$ cat config.mk
export PLATFORM = sky130hd
export DESIGN_NAME = ff_share_arbiter_flat
export DESIGN_NICKNAME = d
export VERILOG_FILES = /design/src/rtl/ff_share_arbiter_if.sv /design/src/rtl/ff_share_arbiter.sv /design/src/flat_wrapper.sv
export SDC_FILE = /design/constraint.sdc
export NUM_CORES = 1
export LEC_CHECK = 0
export CELL_PAD_IN_SITES_DETAIL_PLACEMENT = 1
export CELL_PAD_IN_SITES_GLOBAL_PLACEMENT = 2
export CORE_UTILIZATION = 31
export CTS_CLUSTER_DIAMETER = 80
export DETAILED_ROUTE_END_ITERATION = 8
export GPL_ROUTABILITY_DRIVEN = 0
export PLACE_DENSITY = 0.89
export SETUP_SLACK_MARGIN = 0.15
export SYNTH_ARGS = -nofsm -noshare
export SYNTH_HDL_FRONTEND = slang
export SYNTH_SLANG_ARGS = --single-unit
export TNS_END_PERCENT = 30
$ cat constraint.sdc
create_clock -name CLK -period 7.1 [get_ports CLK]
set_input_delay 1.42 -clock CLK [delete_from_list [all_inputs] [get_ports CLK]]
set_output_delay 1.42 -clock CLK [all_outputs]
set_load 0.02 [all_outputs]
$ cat src/rtl/ff_share_arbiter_if.sv
// Handshake bundle between N_REQ requesters, the shared-register arbiter and
// the downstream consumer.
//   master : requesters + downstream consumer (drive req_valid/req_data/out_ready)
//   slave  : the arbiter (drives req_ready, out_valid/out_data/out_id, grant_count)
interface ff_share_arbiter_if #(
  parameter int unsigned N_REQ = 4,
  parameter int unsigned WIDTH = 8
);
  localparam int unsigned ID_W = $clog2(N_REQ);

  logic [N_REQ-1:0]       req_valid;
  logic [N_REQ*WIDTH-1:0] req_data;
  logic [N_REQ-1:0]       req_ready;
  logic                   out_valid;
  logic [WIDTH-1:0]       out_data;
  logic [ID_W-1:0]        out_id;
  logic                   out_ready;
  logic [15:0]            grant_count;

  modport master (
    output req_valid, req_data, out_ready,
    input  req_ready, out_valid, out_data, out_id, grant_count
  );

  modport slave (
    input  req_valid, req_data, out_ready,
    output req_ready, out_valid, out_data, out_id, grant_count
  );
endinterface

$ cat src/rtl/ff_share_arbiter.sv
// Round-robin arbiter sharing one registered stage (WIDTH-bit word + valid)
// among N_REQ valid/ready requesters. The winner's word is captured with its
// requester ID and presented downstream one cycle after acceptance.
// Ports:
//   CLK    : clock, all state updates on posedge
//   RESET  : synchronous active-high reset
//   bus    : ff_share_arbiter_if.slave
//            req_valid/req_data in, req_ready out (combinational),
//            out_valid/out_data/out_id out (registered), out_ready in,
//            grant_count out (registered, wrapping accept counter)
// Optional: define FF_SHARE_ARBITER_ASSERT_EN to compile in SVA checks.
module ff_share_arbiter #(
  parameter int unsigned N_REQ = 4,
  parameter int unsigned WIDTH = 8
) (
  input logic               CLK,
  input logic               RESET,
  ff_share_arbiter_if.slave bus
);
  localparam int unsigned ID_W = $clog2(N_REQ);

  logic [ID_W-1:0]  rr_ptr;
  logic [ID_W-1:0]  win;
  logic [WIDTH-1:0] win_data;
  logic             found;
  logic             can_load;
  logic             accept;

  // Round-robin search starting at rr_ptr with modulo-N_REQ wrap.
  always_comb begin
    int idx;
    win      = '0;
    win_data = '0;
    found    = 1'b0;
    idx      = 0;
    for (int k = 0; k < int'(N_REQ); k++) begin
      idx = int'(rr_ptr) + k;
      if (idx >= int'(N_REQ)) idx = idx - int'(N_REQ);
      if (!found && bus.req_valid[idx]) begin
        found    = 1'b1;
        win      = ID_W'(idx);
        win_data = bus.req_data[idx*int'(WIDTH) +: WIDTH];
      end
    end
  end

  // A drain and a load may share a cycle, so FULL only blocks when stalled.
  assign can_load = !bus.out_valid || bus.out_ready;
  assign accept   = can_load && found && !RESET;

  always_comb begin
    bus.req_ready = '0;
    if (accept) bus.req_ready = N_REQ'(1) << win;
  end

  // Shared register, pointer and accept counter.
  always_ff @(posedge CLK) begin
    if (RESET) begin
      bus.out_valid   <= 1'b0;
      bus.out_data    <= '0;
      bus.out_id      <= '0;
      bus.grant_count <= '0;
      rr_ptr          <= '0;
    end else if (accept) begin
      bus.out_valid   <= 1'b1;
      bus.out_data    <= win_data;
      bus.out_id      <= win;
      bus.grant_count <= bus.grant_count + 16'd1;
      rr_ptr          <= (win == ID_W'(N_REQ - 1)) ? '0 : win + ID_W'(1);
    end else if (bus.out_valid && bus.out_ready) begin
      // Drained with nothing to load; data/id keep their last values.
      bus.out_valid <= 1'b0;
    end
  end

`ifdef FF_SHARE_ARBITER_ASSERT_EN
  a_onehot_ready: assert property (@(posedge CLK) disable iff (RESET)
    $onehot0(bus.req_ready));

  a_stall_hold: assert property (@(posedge CLK) disable iff (RESET)
    bus.out_valid && !bus.out_ready |=>
      $stable(bus.out_data) && $stable(bus.out_id) && bus.out_valid);

  for (genvar g = 0; g < int'(N_REQ); g++) begin : g_req_chk
    logic [ID_W:0] wait_q;

    a_load: assert property (@(posedge CLK) disable iff (RESET)
      bus.req_ready[g] |=>
        bus.out_data == $past(bus.req_data[g*WIDTH +: WIDTH]) &&
        bus.out_id == ID_W'(g));

    a_valid_held: assert property (@(posedge CLK) disable iff (RESET)
      bus.req_valid[g] && !bus.req_ready[g] |=> bus.req_valid[g]);

    // Cycles requester g has waited while downstream kept accepting.
    always_ff @(posedge CLK) begin
      if (RESET || !bus.req_valid[g] || bus.req_ready[g] || !bus.out_ready)
        wait_q <= '0;
      else
        wait_q <= wait_q + (ID_W+1)'(1);
    end

    a_bounded_grant: assert property (@(posedge CLK) disable iff (RESET)
      wait_q < (ID_W+1)'(N_REQ));
  end
`endif

endmodule
$ cat src/flat_wrapper.sv
// flat-port wrapper written by rule: the top's interface ports become plain ports
module ff_share_arbiter_flat 
#(
  parameter int unsigned N_REQ = 4,
  parameter int unsigned WIDTH = 8
)
  (CLK, RESET, bus_req_valid, bus_req_data, bus_out_ready, bus_req_ready, bus_out_valid, bus_out_data, bus_out_id, bus_grant_count);
  ff_share_arbiter_if #(.N_REQ(N_REQ), .WIDTH(WIDTH)) bus_i ();
  input logic CLK;
  input logic RESET;
  input wire logic [$bits(bus_i.req_valid)-1:0] bus_req_valid;
  input wire logic [$bits(bus_i.req_data)-1:0] bus_req_data;
  input wire logic [$bits(bus_i.out_ready)-1:0] bus_out_ready;
  output wire logic [$bits(bus_i.req_ready)-1:0] bus_req_ready;
  output wire logic [$bits(bus_i.out_valid)-1:0] bus_out_valid;
  output wire logic [$bits(bus_i.out_data)-1:0] bus_out_data;
  output wire logic [$bits(bus_i.out_id)-1:0] bus_out_id;
  output wire logic [$bits(bus_i.grant_count)-1:0] bus_grant_count;
  assign bus_i.req_valid = bus_req_valid;
  assign bus_i.req_data = bus_req_data;
  assign bus_i.out_ready = bus_out_ready;
  assign bus_req_ready = bus_i.req_ready;
  assign bus_out_valid = bus_i.out_valid;
  assign bus_out_data = bus_i.out_data;
  assign bus_out_id = bus_i.out_id;
  assign bus_grant_count = bus_i.grant_count;
  ff_share_arbiter #(.N_REQ(N_REQ), .WIDTH(WIDTH)) u_core (.CLK(CLK), .RESET(RESET), .bus(bus_i));
endmodule
==> out/qor.yml <==
firstDrtPassIters: 4
die_h_um: 93.0
cts_root_buffer: "clkbuf_8"
dp_hpwl_um: 5720
holdPathEnd: "u_core.bus.out_id[1]"
synthCells: 287
die_area_mm2: 0.00864
antenna_found_initial: 0
arrival_ns: 4.37
min_path_type: "reg -> reg"
cts.path.max_buffers: 2
synth_seq_area_share_pct: 22.6
final_max_slew_viol_count: 0
reg2reg_slack_ns: 3.47
numClockSinks: 29
fin_hold_ws_ns: 0.446
via_per_inst: 5.67
finalHoldViolCount: 0
crit_path_start_kind: "register"
finalCriticalPeriod_ns: 5.79
start_util_pct: 32.7
rows: 32
placed_area_mm2: 0.00330
io_buffers: 69
run_status: "finished, final reports clean"
worst_pin_slew_ns: 0.710
wl_per_cell_um: 17.3
ir_worst_vdd_mv: 0.211
fmax_mhz: 173
post_cts_buffers: 0
min-delay-start: "u_core.bus.out_id[1]"
wl_um: 7750
clock_latency_ns: 0.28
syn_area_per_cell_um2: 8.94
die_x_um: 93.0
yosysWarnings: 0
crit_required_ns: 5.68
synthesis.area_mm2: 0.00256
max_slew_margin_pct: 52.7
leakagePower_nw: 1.19
synth_seq_cells: 29
hold_path_depth: 2
drtIter0Drc: 127
syn2layout_area_growth_pct: 33.2
end_kind: "primary output"
grt_pass1_wl_um: 12800
synth_edf_count: 0
setup-tns-final_ns: 0
h-tree-depth: 2
reg2regPathDepth: 8
grt_util_all_layers_pct: 18.7
cts_buffers: 5
hold_buffers: 0
rsz0062_at_grt: "false"
synth.distinct_cells: 49
async_flop_share_pct: 0
power.density_mw_per_mm2: 314
final_layout_size_suffix_gt1_share_pct: 13.0
setup-violations-final: 0
cts_tree: "yes"
worstSetupPathType: "reg -> out"
finClkSkew_ns: 0.00482
grt-ovfl-total: 0
timing.final.crit_share_pct: 81.6
detail-route-antenna-nets: 0
n_antenna_cell: 0
grt_start_max_net_pins: 57
dr_total_vias: 2538
fin_area_mm2: 0.00342
synth_fp_nets: 330
maxCapViolCount: 0
ys.flop_type: "dfxtp_1"
ctsResizeCount: 0
path_clk_slew_ns: 0.07
ios: 70
first_global_vias: 2599
total_power_mw: 1.07
reg2reg_to: "u_core.rr_ptr[1]"
r2r_start: "u_core.rr_ptr[1]"
cp_max_fo: 25
drc_errors: 0
nets: 388
design.core.area_mm2: 0.00785
## Yosys cell counts (6+ instances only)
cell      number  area [µm²]
xnor2_1        8        70.1
nand3_1        6        30.0
xor2_1         7        61.3
o311ai_1       7        61.3
buf_2         11        55.1
nor2_1        26        97.6
mux4_2        15         338
a32oi_1        8        70.1
mux2i_1       11         110
o21ai_0       18        90.1
mux2_2         7        78.8
a21oi_1       12        60.1
dfxtp_1       29         581
inv_1          6        22.5
clkbuf_1       8        30.0
nand2_1       31         116
## per-stage QoR
stage / cells / worst slack [ns] / util, %
after floorplan: 287 / 2.72 / -
after global placement: 440 / 1.45 / 42.0
after detailed placement: 440 / 1.37 / 42.0
after CTS: 448 / 1.33 / 43.5
after global routing: 448 / 1.11 / 43.5
final: 448 / 1.31 / 43.5
## state kept, by name, indices dropped and copies added (netlist names)
signal,flops
u_core.bus.out_valid,1
u_core.bus.out_data,8
u_core.bus.grant_count,16
u_core.rr_ptr,2
u_core.bus.out_id,2
## cell type report
| class | instances | area [µm²] |
|---|---|---|
| fill | 930 | 4430 |
| multi-input combinational | 229 | 1840 |
| timing repair buffer | 73 | 721 |
| sequential | 29 | 582 |
| tap | 102 | 128 |
| clock buffer | 7 | 86.3 |
| clock inverter | 1 | 30.0 |
| inverter | 7 | 26.3 |
## cells in the final DEF (no fill, tap or decap), types with 6 or more instances in the layout
cell,n
mux2i_1,11
xor2_1,7
mux4_2,15
o311ai_1,7
nor2_1,26
nand2_1,31
mux2_2,7
o21ai_0,18
nand3_1,6
clkbuf_8,6
inv_1,6
dfxtp_1,28
a32oi_1,8
xnor2_1,8
a21oi_1,12
clkdlybuf4s50_1,69
## where the power goes
group / internal [mW] / switching, mW
registers: 0.192 / 0.0299
logic: 0.317 / 0.350
clock network: 0.114 / 0.0680
## critical path, stage by stage (launching register included)
cell and delay (ns):
dfxtp_1 0.77, inv_1 0.46, ha_1 0.41, buf_4 0.34, mux4_2 0.71, nand2b_4 0.21, a21o_1 0.21, a211o_1 0.29
inv_1 0.07, clkdlybuf4s50_1 0.60
## per-layer routing
layer	up-vias	track usage (%)	wire, µm
met4	0	4.36	61
met2	51	33.4	3950
met3	4	3.12	295
met5	-	0	0
li1	1213	-	-
met1	1270	23.2	3430
## how the worst max path moves through the flow
stage | start | to | cells past startpoint
final | u_core.rr_ptr[1] | bus_req_ready[1] | 9
after global routing | u_core.rr_ptr[1] | bus_req_ready[1] | 9
after CTS | u_core.rr_ptr[1] | bus_req_ready[1] | 9
after detailed placement | bus_req_valid[1] | bus_req_ready[1] | 7
after global placement | bus_req_valid[1] | bus_req_ready[1] | 7
after floorplan | bus_req_valid[2] | bus_req_ready[0] | 6
## cell families (layout without fill, tap and decap cells)
kind of cell               after synthesis  after routing  share of synthesized area, %
adders and majority gates                4              4                          1.95
and+or+nand+nor                        104            104                          21.0
buffers and inverters                   29             88                          5.51
xor gates and xnor gates                15             15                          5.12
AOI/OAI and AO/OA                       68             68                          18.6
DFF                                     29             29                          22.6
muxes                                   38             38                          25.2
Note: power is estimated with default switching activity, not from simulation.
